[src/rtl/alu_exec_ctrl.sv]
// rtl/alu_exec_ctrl.sv - 4-state ALU sequencer with 16x16 register file and psr
// Optional immediate operand path is compiled in when ALU_EXEC_CTRL_IMM_EN is defined.
module alu_exec_ctrl (
  input  logic        clk,
  input  logic        reset,
  input  logic        instr_valid,
  output logic        instr_ready,
  input  logic [4:0]  instr_op,
  input  logic [3:0]  instr_rdest,
  input  logic [3:0]  instr_rsrc,
  input  logic        instr_use_imm,
  input  logic        instr_imm_signed,
  input  logic [7:0]  instr_imm,
  output logic [15:0] alu_rdest,
  output logic [15:0] alu_rsrc,
  output logic [4:0]  alu_opcode,
  input  logic [15:0] alu_out,
  input  logic [4:0]  alu_flags,
  output logic        done,
  output logic        illegal,
  output logic [4:0]  psr,
  input  logic [3:0]  dbg_addr,
  output logic [15:0] dbg_data
);

  typedef enum logic [1:0] {S_IDLE, S_READ, S_EXEC, S_WB} state_t;

  state_t      r_state;
  logic [15:0] r_regs [16];
  logic [4:0]  r_op;
  logic [3:0]  r_rdest;
  logic [3:0]  r_rsrc;
  logic [15:0] r_alu_a;
  logic [15:0] r_alu_b;
  logic [4:0]  r_alu_op;
  logic [15:0] r_result;
  logic [4:0]  r_flags;
  logic        r_done;
  logic        r_illegal;
  logic [4:0]  r_psr;

  logic [15:0] w_opnd_b;
  logic        w_legal;
  logic        w_reg_write;
  logic        w_psr_write;

`ifdef ALU_EXEC_CTRL_IMM_EN
  logic        r_use_imm;
  logic        r_imm_signed;
  logic [7:0]  r_imm;
  logic [15:0] w_imm_ext;

  assign w_imm_ext = {{8{r_imm_signed & r_imm[7]}}, r_imm};
  assign w_opnd_b  = r_use_imm ? w_imm_ext : r_regs[r_rsrc];
`else
  // Immediate fields are accepted on the port but have no effect in this build.
  logic w_unused_imm;
  assign w_unused_imm = &{1'b0, instr_use_imm, instr_imm_signed, instr_imm};
  assign w_opnd_b     = r_regs[r_rsrc];
`endif

  assign w_legal     = (r_op <= 5'd9);
  assign w_reg_write = w_legal && (r_op != 5'd2);
  assign w_psr_write = (r_op <= 5'd2);

  assign instr_ready = (r_state == S_IDLE);
  assign alu_rdest   = r_alu_a;
  assign alu_rsrc    = r_alu_b;
  assign alu_opcode  = r_alu_op;
  assign done        = r_done;
  assign illegal     = r_illegal;
  assign psr         = r_psr;
  assign dbg_data    = r_regs[dbg_addr];

  always_ff @(posedge clk) begin
    if (reset) begin
      r_state   <= S_IDLE;
      for (int i = 0; i < 16; i++) r_regs[i] <= '0;
      r_op      <= '0;
      r_rdest   <= '0;
      r_rsrc    <= '0;
      r_alu_a   <= '0;
      r_alu_b   <= '0;
      r_alu_op  <= '0;
      r_result  <= '0;
      r_flags   <= '0;
      r_done    <= 1'b0;
      r_illegal <= 1'b0;
      r_psr     <= '0;
`ifdef ALU_EXEC_CTRL_IMM_EN
      r_use_imm    <= 1'b0;
      r_imm_signed <= 1'b0;
      r_imm        <= '0;
`endif
    end else begin
      r_done    <= 1'b0;
      r_illegal <= 1'b0;
      case (r_state)
        S_IDLE: begin
          if (instr_valid) begin
            r_op    <= instr_op;
            r_rdest <= instr_rdest;
            r_rsrc  <= instr_rsrc;
`ifdef ALU_EXEC_CTRL_IMM_EN
            r_use_imm    <= instr_use_imm;
            r_imm_signed <= instr_imm_signed;
            r_imm        <= instr_imm;
`endif
            r_state <= S_READ;
          end
        end
        S_READ: begin
          // Operand registers double as the ALU drive, so they are live only in EXEC.
          r_alu_a  <= r_regs[r_rdest];
          r_alu_b  <= w_opnd_b;
          r_alu_op <= r_op;
          r_state  <= S_EXEC;
        end
        S_EXEC: begin
          r_result  <= alu_out;
          r_flags   <= alu_flags;
          r_alu_a   <= '0;
          r_alu_b   <= '0;
          r_alu_op  <= '0;
          r_done    <= 1'b1;
          r_illegal <= !w_legal;
          r_state   <= S_WB;
        end
        S_WB: begin
          if (w_reg_write) r_regs[r_rdest] <= r_result;
          if (w_psr_write) r_psr <= r_flags;
          r_state <= S_IDLE;
        end
        default: r_state <= S_IDLE;
      endcase
    end
  end

endmodule

[config.mk]
export PLATFORM = sky130hd
export DESIGN_NAME = alu_exec_ctrl
export DESIGN_NICKNAME = d
export VERILOG_FILES = /design/src/rtl/alu_exec_ctrl.sv
export SDC_FILE = /design/constraint.sdc
export NUM_CORES = 1
export LEC_CHECK = 0
export CAP_MARGIN = 10
export CORE_ASPECT_RATIO = 1.25
export CORE_MARGIN = 5
export CORE_UTILIZATION = 40
export DETAILED_ROUTE_END_ITERATION = 16
export DONT_BUFFER_PORTS = 1
export SYNTH_ARGS = -nofsm -noshare
export SYNTH_HDL_FRONTEND = slang
export SYNTH_SLANG_ARGS = --single-unit
[constraint.sdc]
create_clock -name clk -period 4.84 [get_ports clk]
set_input_delay 0.726 -clock clk [delete_from_list [all_inputs] [get_ports clk]]
set_output_delay 0.726 -clock clk [all_outputs]
set_load 0.01 [all_outputs]
==> run summary, run 1 <==
The net count of the finished layout was 1304; the number of design-rule violations left by the first detailed-router iteration was 1223. For the finished layout, the period the worst path requires is 2.82 ns. The longest clock path from root to sink contains 3 buffers.

During synthesis, Yosys emitted a total of 0 warnings. TritonCTS built the clock tree. The via count normalized by instance count works out to 6.23.

The library cells used most frequently in the layout, excluding fill and tap cells, are sky130_fd_sc_hd__and2_1, sky130_fd_sc_hd__edfxtp_1, sky130_fd_sc_hd__mux4_2, sky130_fd_sc_hd__mux2i_1, sky130_fd_sc_hd__dfxtp_1. The logs give 0 for the initial antenna violation count and 0 for the number of failing setup endpoints in the final timing report. For the number of placement rows, the log shows 88.

The clock latency on the worst-skew pair is 0.54 ns, and the worst-case headroom to the max-slew limit is 22.9%. The biggest area contributor in the post-synthesis netlist is sky130_fd_sc_hd__edfxtp_1. In this run the worst setup path begins at r_regs[15][7]. For this run, the number of standard cells in the final layout without fillers is 1865.

In this run the register-to-register setup slack is 2.08 ns. Of the total power, the share spent switching nets is 30.5%. The total routing resource utilization after global routing is 22.6%.

In this run the critical register-to-register path is captured at r_regs[8][2]. The logs give 18.6% for the combinational share of power and 69 for the pin count of the biggest net entering global routing. The critical path arrival was 2.09 ns. The first global-routing pass estimated 82800 um of wire.

Area of the die: 50500 sq um. The final critical-path share of the clock period is 58.3%. For the final number of max-transition violations, the log shows 0.

The post-route netlist has 26.0% of its cells at a drive strength greater than 1. Dividing total power by cell area gives a power density of 432 nW/um^2. The slowest stage of the critical path is the sky130_fd_sc_hd__mux4_2 cell.

Worst-case clock skew: 0.0169 ns. Setup repair after global routing left no endpoint under its margin. For this run, the top clock speed supported by timing is 355 MHz.

The detailed router placed 11615 vias in this run. The detail route stage leaves a number of antenna-violating nets equal to 0. The root buffer cell chosen for the clock tree is sky130_fd_sc_hd__clkbuf_16.

The clock slew at the register clock pins of the worst setup and hold paths was 0.06 ns; the worst supply voltage drop on vdd was 0.354 mV. Remaining routing DRC violations: 0. Summed over all cells, the static leakage comes to 6.96 nW.

The routability congestion estimate from global placement is 0.805, and the hold buffer count at CTS is 0. For this run the aggregate overflow at the end of global routing stands at 0. For the post-synthesis cell area, the log shows 18400 sq um. The logs give 0 for the total setup buffers inserted after CTS and 11815 for the via count of the first global-routing pass. The completed layout was analyzed and its total power is 8.75 mW. The worst reg2reg path startpoint was r_state[1]. The region available for standard cell placement spans 45900 sq um.

The nature of the critical path startpoint was a register. The most numerous cell type found on the critical path is sky130_fd_sc_hd__mux4_2. The relative area change from synthesis to final layout was 9.83%. For this design the top-level I/O count stands at 112. By area the synthesized netlist is led by sky130_fd_sc_hd__edfxtp_1, sky130_fd_sc_hd__mux4_2, sky130_fd_sc_hd__dfxtp_1.

During placement, the flow inserted port buffers numbering 0. The signal on the critical path passes through mux4_2 -> mux4_2. For this configuration, the core starts out at a cell density of 40.1%. The share of the Yosys chip area taken by registers is 51.3%. The transition time at the pin with the least slew margin was 1.16 ns; the height of the die was 250 um. Worst reg-to-reg path cell count: 6. The type of the tightest min-delay check is primary input to register. Summed over all layers, the routed wires come to 57900 um.

The critical path start-end classification was register to primary output. The flow ran to the end, and the final reports show no timing, DRC or antenna violations. The clock network burns 34.9% of the power. The run gives 344 as the clock sink count.

The tools report the critical path endpoint as dbg_data[7]. The highest cell delay on the worst timing path came out at 0.61 ns. Summed over all nets, the switching power comes to 2.67 mW.

After clock tree synthesis, the repair step resized 0 gates. The clock tree synthesis step divided the H-tree into 2 levels. Cell internal power was estimated by the tool at 6.08 mW. The count of cell types in the netlist is 30, and the required arrival time at the worst endpoint is 4.11 ns. Once detailed placement completed, the half-perimeter wirelength came to 35600 um. For the gate count of the mapped netlist, the log shows 1296. Cells fill 44.1% of the core in the end. After detailed routing, the average wire length per cell comes to 31.1 um.

In this run the mean area of a mapped cell was 14.2 sq um. The number of hold violations in the final report was 0. Along the worst path, the maximum fanout reaches 3.

The number of antenna diodes in the final layout is 0. Once placement completed, the tool counted placed cells totaling 1795. The floorplan step set the die width to 202 um.

Setup total negative slack: 0 ns. When the netlist entered floorplanning its net count stood at 1350. The kind of capture point of the worst setup path is a primary output. The total iterations of the first detailed-routing run came out at 6. After synthesis, the largest area contributor takes up 41.7% of total cell area.

Counting the fill cells in the layout gives 4071. Across the run, the number of max-cap violations was 0. The tools report the worst hold path startpoint as reset.

After synthesis the netlist holds a flip-flop and latch count of 344. Most common cell after layout, fill and taps aside: sky130_fd_sc_hd__and2_1. In this run, flip-flops and latches consume 46.5% of the power.

Clock tree synthesis inserted a total of 38 buffers.
-- power groups by stage --
stage	sequential [mW]	clock [mW]	combinational (mW)
final	4.07	3.05	1.63
after global routing	4.13	3.23	1.72
after CTS	4.06	3.10	1.62
after detailed placement	4.13	0	1.62
after global placement	4.11	0	1.60
after floorplan	3.71	0	1.38
-- critical path: cells and delay by family, from the launching register on --
kind	cells	cell delay (ns)
flops	1	0.41
mux	2	1.16
-- state kept, by name (all words and copies together) (netlist names), named ones only --
| signal | cells |
|---|---|
| r_flags | 5 |
| done | 1 |
| alu_rdest | 16 |
| r_rdest | 4 |
| illegal | 1 |
| alu_rsrc | 16 |
| r_rsrc | 4 |
| alu_opcode | 5 |
| r_result | 16 |
| psr | 5 |
| r_state | 2 |
| r_regs | 256 |
| r_op | 5 |
-- area by class of cell --
| type | instances | area (sq um) | area share (%) |
|---|---|---|---|
| Multi-Input combinational cell | 831 | 8470 | 41.8 |
| Clock inverter | 13 | 140 | 0.692 |
| Tap cell | 585 | 732 | 3.62 |
| Timing Repair Buffer | 30 | 225 | 1.11 |
| Sequential cell | 344 | 9470 | 46.8 |
| Clock buffer | 57 | 1190 | 5.88 |
| Inverter | 5 | 18.8 | 0.0927 |
-- metrics by stage --
stage	area (sq um)	setup slack [ns]	hold slack, ns
2_1_floorplan	18400	1.91	0.436
3_3_place_gp	18900	2.08	0.436
3_5_place_dp	18900	2.03	0.435
4_1_cts	20200	2.00	0.236
5_1_grt	20200	1.97	0.230
6_report	20200	2.02	0.251
-- synthesized netlist by cell type, drive strengths merged --
master and n:
nor3 6, nor2b 13, o2111ai 4, nor3b 2
o21ba 1, mux4 178, o21ai 4, mux2i 87
clkbuf 72, ha 3, a21oi 19, edfxtp 256
nand2b 3, nand2 60, inv 5, a22oi 62
buf 44, a211oi 1, and2 261, nor4b 1
o211ai 30, mux2 32, or2 16, dfxtp 88
nor2 48
-- how the worst min path moves through the flow --
stage	slack (ns)	cells past startpoint	to
2_1_floorplan	0.44	2	register
3_3_place_gp	0.44	2	register
3_5_place_dp	0.43	2	register
4_1_cts	0.24	1	r_op[0]
5_1_grt	0.23	1	r_op[0]
6_report	0.25	1	r_op[2]
-- per-layer routing --
| layer | vias up | part of all wire [%] | GRT usage (%) |
|---|---|---|---|
| met5 | - | 0 | 0 |
| met4 | 0 | 4.1 | 8.44 |
| met3 | 127 | 9.8 | 5.54 |
| met2 | 631 | 48 | 37.1 |
| met1 | 5970 | 38 | 29.1 |
| li1 | 4887 | - | - |
-- logic make-up (layout without fill, tap and decap cells) --
logic type / Yosys count / after routing / share of synthesized area (%)
simple gates: 410 / 410 / 12.6
mux: 297 / 297 / 28.4
compound gates: 121 / 121 / 4.66
flops: 344 / 344 / 51.3
buf+inv: 121 / 105 / 2.86
fa+ha+maj: 3 / 3 / 0.204
Note: power is estimated with default switching activity, not from simulation.
==> run 2: changes to the inputs <==
==> constraint.sdc (replaced) <==
create_clock -name clk -period 2.5 [get_ports clk]
set_input_delay 0.375 -clock clk [delete_from_list [all_inputs] [get_ports clk]]
set_output_delay 0.375 -clock clk [all_outputs]
set_load 0.01 [all_outputs]
==> run 2 against run 1 <==
Compared with the run above: cell count is 4.6% higher; register-to-register slack lost 1.7 ns; count of clock-buffer cells in the layout is 3 higher; non-clock buffer count rose by 81; total power increased by 98%; global-route usage up 0.44 points; flip-flop and latch count unchanged; largest power group unchanged.
==> run summary, run 2 (synthesis results as in run 1) <==
The flow ran to the end, and the final reports show no timing, DRC or antenna violations. r_regs holds more flip-flops than any other register. The tools report the vias after detailed routing as 12041 (+3.7%). For the total half-perimeter wirelength after legalization and detailed placement, the log shows 38200 um (+7.2%). STA classifies the critical path endpoint as a primary output. The number of cells on the worst hold path was 3 (+2); the final number of max-transition violations was 0 (unchanged).

The number of placement rows came out at 88 (unchanged). The largest individual stage delay along the critical path comes from the cell sky130_fd_sc_hd__mux4_2. The total of buffers placed on input and output ports was 0 (unchanged).

The power per cell area works out to 815 nW/um^2 (+89%). The critical path start-end classification was register to primary output. Combinational share of power: 20.9% (+2.3 points). The worst hold path startpoint is instr_valid.

The highest fanout seen on the critical path was 3 (unchanged). The run gives 0.805 mV (+130%) as the worst supply voltage drop on vdd. The overflow left after global routing is 0 (unchanged).

The wire length per cell after detailed routing is 30.1 um (-3.0%), and the highest cell delay on the worst timing path is 0.58 ns (-0.03 ns). The worst register-to-register path begins at r_state[1]. Flip-flop count of the largest register after layout: 256 (unchanged). The tools report the routability congestion estimate from global placement as 0.864 (+7.4%).

The switching share of power is 31.0% (+0.49 points), and the area of all sequential standard cells is 9470 sq um (unchanged). The run gives 2.12 ns (-1.99 ns) as the required arrival time at the worst endpoint. TritonCTS built the clock tree. Traced cell by cell, the critical path runs through mux4_2 -> mux4_2.

The run gives 5.37 mW (+100%) as the net switching power. The total chip power is 17.3 mW (+98%), and the area of the die is 50500 sq um (unchanged). The die outline width was 202 um (unchanged); the total of max-cap violations was 0 (unchanged). Transition time at the pin with the least slew margin: 0.709 ns (-0.447 ns).

The final routed wirelength across all metal layers was 58800 um (+1.5%). The worst hold path terminates at r_state[1]. Leaving out fill and tap cells, the most frequent cell in the layout is sky130_fd_sc_hd__and2_1. The via count normalized by instance count is 6.17 (-0.85%). The logs give 21200 sq um (+4.8%) for the final instance area and 0.0266 ns (+0.00965 ns) for the worst-case clock skew.

The floorplan core area came out at 45900 sq um (unchanged). The tools report the setup total negative slack as 0 ns (unchanged). The logs give 19400 sq um (+2.7%) for the area after detailed placement and 0 (unchanged) for the initial antenna violation count. The number of ports placed on the die boundary is 112 (unchanged).

For the worst-case headroom to the max-slew limit, the log shows 52.7% (+30 points). The tools report the number of hold violations in the final report as 0 (unchanged). The wire length of the first global-routing pass is 85200 um (+2.9%). Remaining routing DRC violations: 0 (unchanged).

The tools report the worst setup timing slack at the placement stage as 0.369 ns (-1.66 ns). Setup repair after global routing could not meet its margin everywhere. The tools report the critical path arrival as 2.12 ns (+0.03 ns).

For the total internal power, the log shows 11.9 mW (+96%). The nature of the critical path startpoint was a register. The clock sink count came out at 344 (unchanged).

In this run the critical register-to-register path is captured at r_regs[0][4]. The clock slew at the register clock pins of the worst setup and hold paths is 0.06 ns (about the same), and the total inserted antenna cells is 0 (unchanged). The area growth from synthesis to layout is 15.1%.

The cell sitting at the root of the clock tree is a sky130_fd_sc_hd__clkbuf_16. The top cell types in the final layout, fill and taps aside, are sky130_fd_sc_hd__and2_1, sky130_fd_sc_hd__edfxtp_1, sky130_fd_sc_hd__mux4_2, sky130_fd_sc_hd__mux2i_1, sky130_fd_sc_hd__dfxtp_1. Total routing resource utilization after global routing: 23.0% (+0.44 points). Static power due to leakage: 7.42 nW (+6.6%). Height of the die: 250 um (unchanged). For the reg-to-reg setup timing slack, the log shows 0.34 ns (-1.74 ns). The run gives 1387 (+6.4%) as the net count of the finished layout.

The share of layout cells above drive strength 1 was 27.8% (+1.7 points); the pin count of the biggest net entering global routing was 65 (-5.8%). The least setup slack across all paths after layout is 0.000454 ns (-2.02 ns), and the clock latency on the worst-skew pair is 0.57 ns (+0.03 ns). The sequential cell fraction of total power was 44.6% (-1.9 points); the maximum operating frequency was 400 MHz.

Most frequent cell on the critical path: sky130_fd_sc_hd__mux4_2. The via count of the first global-routing pass was 12459 (+5.5%); the worst reg-to-reg path cell count was 6 (unchanged). For the number of buffers inserted during clock tree synthesis, the log shows 40 (+5.3%). The final critical path takes up 100% of the cycle. The share of power burned in the clock network was 34.5% (-0.4 points). The starting utilization of the core area was 40.1% (unchanged). The post-route worst hold slack is 0.0966 ns (-0.154 ns), and the number of routed nets with antenna violations is 0 (unchanged). Area occupied by multi-input gates: 8470 sq um (unchanged). The path class of the tightest hold or removal check is primary input to register. The clock period could shrink to 2.50 ns. The buffer levels on the longest clock path is 3 (unchanged), and the H-tree level count is 2 (unchanged). The total iterations of the first detailed-routing run was 5 (-1). The number of design-rule violations left by the first detailed-router iteration is 1135 (-7.2%).

For the number of failing setup endpoints in the final timing report, the log shows 0 (unchanged). The fill cell instance count of the final layout is 3971 (-2.5%).
run 2: changes by cell type in the layout (fill, tap and decap cells not counted), moves of 2 or more:
cell and delta:
sky130_fd_sc_hd__buf_12 +21, sky130_fd_sc_hd__clkbuf_1 +6, sky130_fd_sc_hd__clkbuf_16 +2, sky130_fd_sc_hd__dlygate4sd3_1 +35
sky130_fd_sc_hd__clkinv_1 -2, sky130_fd_sc_hd__buf_4 +25, sky130_fd_sc_hd__clkbuf_8 -4
run 2: worst max path at each step:
stage | start | cells after the start | end | slack, ns
2_1_floorplan | dbg_addr[1] | 4 | dbg_data[10] | 0.27
3_3_place_gp | r_state[1] | 5 | r_regs[15][12] | 0.40
3_5_place_dp | r_state[1] | 5 | r_regs[15][12] | 0.37
4_1_cts | r_regs[6][4] | 2 | dbg_data[4] | -0.003
5_1_grt | r_regs[14][3] | 2 | dbg_data[3] | -0.03
6_report | r_regs[15][3] | 2 | dbg_data[3] | 0.0005
run 2: metal layers:
metal | GRT usage (%) | routed length, um | up-vias
li1 | - | - | 5049
met5 | 0 | 0 | -
met1 | 28.2 | 21700 | 6242
met3 | 5.56 | 5280 | 140
met2 | 38.7 | 29000 | 610
met4 | 10.2 | 2770 | 0
run 2: power groups by stage:
stage	clock network [mW]	registers (mW)	logic [mW]
global placement	0	7.79	3.47
finish	5.96	7.71	3.62
global route	6.31	7.79	3.81
detailed placement	0	7.81	3.51
CTS	6.04	7.69	3.59
floorplan	0	7.18	2.67
run 2: critical path, delay by kind of cell (launching register included):
| family | cells | cell delay, ns |
|---|---|---|
| mux | 2 | 1.15 |
| flops | 1 | 0.41 |
run 2: cell type report:
class | count | share of cell area (%)
clock buffers | 60 | 5.66
clock inverters | 14 | 0.672
multi-input cells | 831 | 39.9
well taps | 585 | 3.45
inverters | 5 | 0.0885
repair buffers | 111 | 5.58
flip-flops and latches | 344 | 44.6
run 2: timing repair:
item | in CTS | in global routing
gates resized for setup | 0 | 0
setup endpoints to repair | 4 | 6
hold buffers | 36 | 0
endpoints found under the hold margin | 56 | 0
buffers inserted | 7 | 4
run 2: through the flow:
step | instances | util, %
after global routing | 1950 | 46.2
final | 1950 | 46.2
after detailed placement | 1829 | 42.3
after CTS | 1946 | 46.1
after floorplan | 1296 | -
after global placement | 1829 | 42.3
